--- config.mk ---
export PLATFORM = sky130hd
export DESIGN_NAME = spi_wr_arbiter
export DESIGN_NICKNAME = d
export VERILOG_FILES = /design/src/rtl/spi_pkg.sv /design/src/rtl/rr_arb2.sv /design/src/rtl/spi_wr_arbiter.sv
export SDC_FILE = /design/constraint.sdc
export NUM_CORES = 1
export LEC_CHECK = 0
export CORE_MARGIN = 2
export CORE_UTILIZATION = 44
export CTS_CLUSTER_SIZE = 24
export DETAILED_ROUTE_END_ITERATION = 16
export PLACE_DENSITY = 0.86
export SYNTH_ARGS = -nofsm -noshare
export SYNTH_HDL_FRONTEND = slang
export SYNTH_SLANG_ARGS = --single-unit
--- constraint.sdc ---
create_clock -name clk -period 3.3 [get_ports clk]
set_clock_uncertainty 0.1 [all_clocks]
set_input_delay 0.66 -clock clk [delete_from_list [all_inputs] [get_ports clk]]
set_output_delay 0.66 -clock clk [all_outputs]
set_load 0.005 [all_outputs]
--- src/rtl/spi_pkg.sv ---
// Shared types and default constants for the spi_block write-side arbiter.
package spi_pkg;

  localparam int SPI_DATA_W  = 32;
  localparam int SPI_ARB_GAP = 2;

  typedef enum logic [1:0] {
    IDLE  = 2'd0,
    WRITE = 2'd1,
    GAP   = 2'd2
  } arb_state_t;

endpackage

--- src/rtl/rr_arb2.sv ---
// Two-way winner picker: combinational selection, registered round-robin pointer.
// With FIXED set the pointer is a constant 0, giving requester 0 priority.
module rr_arb2 #(
  parameter bit FIXED = 1'b0
) (
  input  logic       clk,
  input  logic       rst,
  input  logic [1:0] valid,
  input  logic       update,
  output logic       winner
);

  logic ptr;

  generate
    if (FIXED) begin : g_fixed
      assign ptr = 1'b0;
    end else begin : g_rr
      // After an accept the pointer favours the requester that just lost.
      always_ff @(posedge clk) begin
        if (rst) begin
          ptr <= 1'b0;
        end else if (update) begin
          ptr <= ~winner;
        end
      end
    end
  endgenerate

  always_comb begin
    winner = 1'b0;
    if (valid == 2'b11) begin
      winner = ptr;
    end else if (valid[1]) begin
      winner = 1'b1;
    end
  end

endmodule

--- src/rtl/spi_wr_arbiter.sv ---
// Two-requester round-robin write arbiter/sequencer in front of spi_block wr/data_in.
// Define SPI_ARB_FIXED_PRIO_EN to make requester 0 always win when both are valid.
module spi_wr_arbiter
  import spi_pkg::*;
#(
  parameter int DATA_W     = SPI_DATA_W,
  parameter int GAP_CYCLES = SPI_ARB_GAP,
  parameter int TIMEOUT    = 64,
  parameter int CNT_W      = 8
) (
  input  logic              clk,
  input  logic              rst,
  input  logic              req0_valid,
  input  logic [DATA_W-1:0] req0_data,
  output logic              req0_ready,
  input  logic              req1_valid,
  input  logic [DATA_W-1:0] req1_data,
  output logic              req1_ready,
  input  logic              full_alarm,
  input  logic              empty_alarm,
  output logic              wr,
  output logic [DATA_W-1:0] spi_data,
  output logic [1:0]        grant,
  output logic              drop,
  output logic [CNT_W-1:0]  drop_count,
  output logic              drained
);

  localparam int STALL_W = (TIMEOUT > 1) ? $clog2(TIMEOUT) : 1;
  localparam logic [STALL_W-1:0] STALL_LAST = STALL_W'(TIMEOUT - 1);
  localparam int GAP_W = (GAP_CYCLES > 1) ? $clog2(GAP_CYCLES) : 1;
  localparam logic [GAP_W-1:0] GAP_LAST = GAP_W'((GAP_CYCLES > 0) ? GAP_CYCLES - 1 : 0);
  localparam logic [CNT_W-1:0] CNT_MAX = '1;

  arb_state_t          state;
  logic [STALL_W-1:0]  stall_cnt;
  logic [GAP_W-1:0]    gap_cnt;
  logic                winner;
  logic                any_valid;
  logic                idle;
  logic                timeout_hit;
  logic                accept;
  logic [DATA_W-1:0]   win_data;

`ifdef SPI_ARB_FIXED_PRIO_EN
  rr_arb2 #(.FIXED(1'b1)) u_pick (
    .clk    (clk),
    .rst    (rst),
    .valid  ({req1_valid, req0_valid}),
    .update (accept),
    .winner (winner)
  );
`else
  rr_arb2 #(.FIXED(1'b0)) u_pick (
    .clk    (clk),
    .rst    (rst),
    .valid  ({req1_valid, req0_valid}),
    .update (accept),
    .winner (winner)
  );
`endif

  // A timed-out stall forces an accept even though the FIFO is still full.
  always_comb begin
    any_valid   = req0_valid | req1_valid;
    idle        = (state == IDLE);
    timeout_hit = full_alarm && (stall_cnt == STALL_LAST);
    accept      = !rst && idle && any_valid && (!full_alarm || timeout_hit);
    win_data    = winner ? req1_data : req0_data;
    req0_ready  = accept && !winner;
    req1_ready  = accept && winner;
    drained     = idle && !any_valid && empty_alarm;
  end

  always_ff @(posedge clk) begin
    if (rst) begin
      state      <= IDLE;
      wr         <= 1'b0;
      drop       <= 1'b0;
      spi_data   <= '0;
      grant      <= '0;
      drop_count <= '0;
      stall_cnt  <= '0;
      gap_cnt    <= '0;
    end else begin
      wr   <= 1'b0;
      drop <= 1'b0;
      unique case (state)
        IDLE: begin
          if (accept) begin
            grant     <= winner ? 2'b10 : 2'b01;
            stall_cnt <= '0;
            if (full_alarm) begin
              drop <= 1'b1;
              if (drop_count != CNT_MAX) begin
                drop_count <= drop_count + 1'b1;
              end
            end else begin
              spi_data <= win_data;
              wr       <= 1'b1;
              state    <= WRITE;
            end
          end else if (full_alarm && any_valid) begin
            stall_cnt <= stall_cnt + 1'b1;
          end else begin
            stall_cnt <= '0;
          end
        end
        WRITE: begin
          stall_cnt <= '0;
          gap_cnt   <= '0;
          state     <= (GAP_CYCLES == 0) ? IDLE : GAP;
        end
        GAP: begin
          if (gap_cnt == GAP_LAST) begin
            state <= IDLE;
          end else begin
            gap_cnt <= gap_cnt + 1'b1;
          end
        end
        default: state <= IDLE;
      endcase
    end
  end

endmodule

==> flow_metrics.env <==
export IMPL_min_path_type="reg -> reg"
export IMPL_slowest_stage="clkdlybuf4s50_1"
export IMPL_rsz0062_at_grt="no"
export IMPL_final_util_pct=70.0
export IMPL_synth_flop_cell="dfxtp_1"
export IMPL_ys_ff_latch=54
export IMPL_p_leak_nw=1.52
export IMPL_crit_path_end_kind="output pin"
export IMPL_run_status="finished, final reports clean"
export IMPL_initial_utilization_pct=45.2
export IMPL_crit_path_start_kind="input port"
export IMPL_gp_congestion=0.832
export IMPL_place_hpwl_um=4640
export IMPL_rows=27
export IMPL_wl_per_cell_um=13.4
export IMPL_io_buffers=116
export IMPL_drcViolationCount=0
export IMPL_ys_warn_count=0
export IMPL_diodes=0
export IMPL_synth_edf_count=0
export IMPL_hold_violations=0
export IMPL_synth_area_um2=2460
export IMPL_path_cells="clkdlybuf4s50_1 -> or2_1 -> nand3_1 -> a21oi_1 -> and2_1 -> clkdlybuf4s50_1"
export IMPL_placeableCoreArea_um2=5440
export IMPL_pwr_share_comb_pct=30.1
export IMPL_arrival_ns=2.32
export IMPL_maxCapViolations=0
export IMPL_r2r_start="stall_cnt[0]"
export IMPL_ys_types=44
export IMPL_internal_power_mw=1.26
export IMPL_min_to="spi_data[23]"
export IMPL_drive_above_1_share_pct=6.32
export IMPL_grt_ovfl_total=0
export IMPL_cp_slowest_stage_delay_ns=0.55
export IMPL_routed_wl_um=6050
export IMPL_cts_root_buf="clkbuf_8"
export IMPL_multi_input_area_um2=1280
export IMPL_max_clock_freq_mhz=324
export IMPL_r2r_end="drop_count[7]"
export IMPL_cts_max_path_buffers=2
export IMPL_crit_fanout=2
export IMPL_relSlewSlack_pct=64.5
export IMPL_area_growth_pct=54.6
export IMPL_final_antenna_net_count=0
export IMPL_ff2ff_setup_slack_ns=1.15
export IMPL_syn_nets=344
export IMPL_p_sw_mw=0.472
export IMPL_power_density_nw_per_um2=455
export IMPL_worst_path_most_repeated_cell="clkdlybuf4s50_1"
export IMPL_regArea_um2=1080
export IMPL_grt_max_degree=66
export IMPL_ir_drop_mv=0.373
export IMPL_grt_pass1_wl_um=9320
export IMPL_grt_pass1_vias=2078
export IMPL_setup_viol=0
export IMPL_drt_iter0_markers=73
export IMPL_cts_tree="yes"
export IMPL_synth_cells=268
export IMPL_tightest_slew_ns=0.532
export IMPL_syn_avg_cell_area_um2=9.18
export IMPL_path_class="in -> out"
export IMPL_min_from="spi_data[23]"
export IMPL_worstSkewPairLatency_ns=0.30
export IMPL_design_portCount=117
export IMPL_cts_resized=0
export IMPL_ys_seq_area_share_pct=43.9
export IMPL_vias=2302
export IMPL_swShare_pct=27.3
export IMPL_ys_async_sr_fraction_pct=0
export IMPL_synth_most_common_cell="dfxtp_1"
export IMPL_die_h_um=78.8
export IMPL_period_share_pct=93.4
export IMPL_die_area_um2=6210
export IMPL_post_cts_buffers=0
export IMPL_synth_top_area_cell="dfxtp_1"
export IMPL_firstDrtPassIters=4
export IMPL_synth_area_leaders="dfxtp_1 (44%), mux2i_1 (15%), nand3_1 (7.9%), o21ai_0 (6.9%), nor2_1 (3.2%)"
export IMPL_hold_buffers=0
export IMPL_cts_max_level=2
export IMPL_rr_worst_depth=7
export IMPL_grt_total_usage_pct=18.8
export IMPL_cts_buffers=5
export IMPL_synth_top_area_share_pct=43.9
export IMPL_seqPwrFrac_pct=44.8
export IMPL_period_needed_ns=3.08
export IMPL_layout_nets=455
export IMPL_fill_cells=447
export IMPL_drv_slew=0
export IMPL_clockPowerShare_pct=25.1
export IMPL_antenna_found_initial=0
export IMPL_clock_sinks=54
export IMPL_synthTopCellsByCount="dfxtp_1 (54), nand3_1 (39), mux2i_1 (37)"
export IMPL_via_per_inst=5.09
export IMPL_fin_setup_tns_ns=0
export IMPL_hold_depth=2
export IMPL_required_ns=2.54
export IMPL_die_w_um=78.8
export IMPL_clk_pin_slew_ns=0.09
[routing by layer]
metal | global-route usage [%] | up-vias | wire length, µm
li1 | - | 1178 | -
met1 | 21.4 | 1023 | 2490
met2 | 33.1 | 91 | 2980
met3 | 6.14 | 10 | 495
met4 | 6.32 | 0 | 86
met5 | 0 | - | 0
[layout make-up]
class	instances	area share (%)
clock inverters	2	0.987
flip-flops and latches	54	28.4
repair buffers	123	31.9
well taps	72	2.37
multi-input cells	188	33.7
clock buffers	6	1.91
inverters	7	0.691
[critical path, delay by kind of cell]
| family | cells | cell delay, ns |
|---|---|---|
| simple gates | 3 | 0.42 |
| compound gates | 1 | 0.19 |
| buf+inv | 2 | 1.06 |
[cell usage in the layout (no fill, tap or decap), types with 2 or more instances in the layout]
| master | netlist | layout |
|---|---|---|
| nand4_1 | 3 | 3 |
| clkdlybuf4s50_1 | 0 | 116 |
| clkbuf_8 | 0 | 5 |
| o21ai_0 | 34 | 34 |
| ha_1 | 6 | 6 |
| mux2i_1 | 37 | 37 |
| dfxtp_1 | 54 | 54 |
| inv_1 | 7 | 7 |
| or3_1 | 2 | 2 |
| nor2b_1 | 2 | 2 |
| xnor2_1 | 4 | 4 |
| buf_4 | 0 | 7 |
| nor2_1 | 21 | 21 |
| a21oi_1 | 4 | 4 |
| and3_1 | 2 | 2 |
| nand2_1 | 5 | 5 |
| nand3_1 | 39 | 39 |
| nor3_1 | 4 | 4 |
[worst max-delay path by stage]
| stage | startpoint | to | cells past startpoint |
|---|---|---|---|
| final | req1_valid | req0_ready | 6 |
| after global routing | req1_valid | req0_ready | 6 |
| after CTS | req1_valid | req1_ready | 5 |
| after detailed placement | req1_valid | req1_ready | 5 |
| after global placement | req1_valid | req1_ready | 5 |
| after floorplan | req0_valid | req0_ready | 4 |
[logic make-up (layout without fill, tap and decap cells)]
kind of cell    after synthesis  count (layout)  synth area share, %
buf+inv                      26             138                 4.58
simple gates                 92              92                 20.3
fa+ha+maj                     6               6                 3.05
compound gates               48              48                 11.2
flops                        54              54                 43.9
xor+xnor                      4               4                 1.42
mux                          38              38                 15.5
[flip-flops by register name (all words and copies together) (netlist names)]
name / cells
spi_data: 32
drop_count: 8
stall_cnt: 6
grant: 2
state: 2
drop: 1
gap_cnt: 1
u_pick.ptr: 1
wr: 1
[per-stage QoR]
stage	hold slack (ns)	worst slack, ns	std cells	power [mW]	cell area, µm²
floorplan	0.348	1.00	268	1.03	2460
global placement	0.352	0.117	444	1.30	3690
detailed placement	0.362	0.123	444	1.32	3690
CTS	0.381	0.0986	452	1.75	3800
global route	0.398	0.119	452	1.83	3800
finish	0.377	0.218	452	1.73	3800
[power by group through the flow]
stage | clock, mW | combinational, mW | sequential [mW]
floorplan | 0 | 0.240 | 0.794
global placement | 0 | 0.513 | 0.786
detailed placement | 0 | 0.526 | 0.791
CTS | 0.446 | 0.528 | 0.776
global route | 0.471 | 0.573 | 0.786
finish | 0.433 | 0.521 | 0.775
No activity file was read; power rests on OpenSTA's default activity.
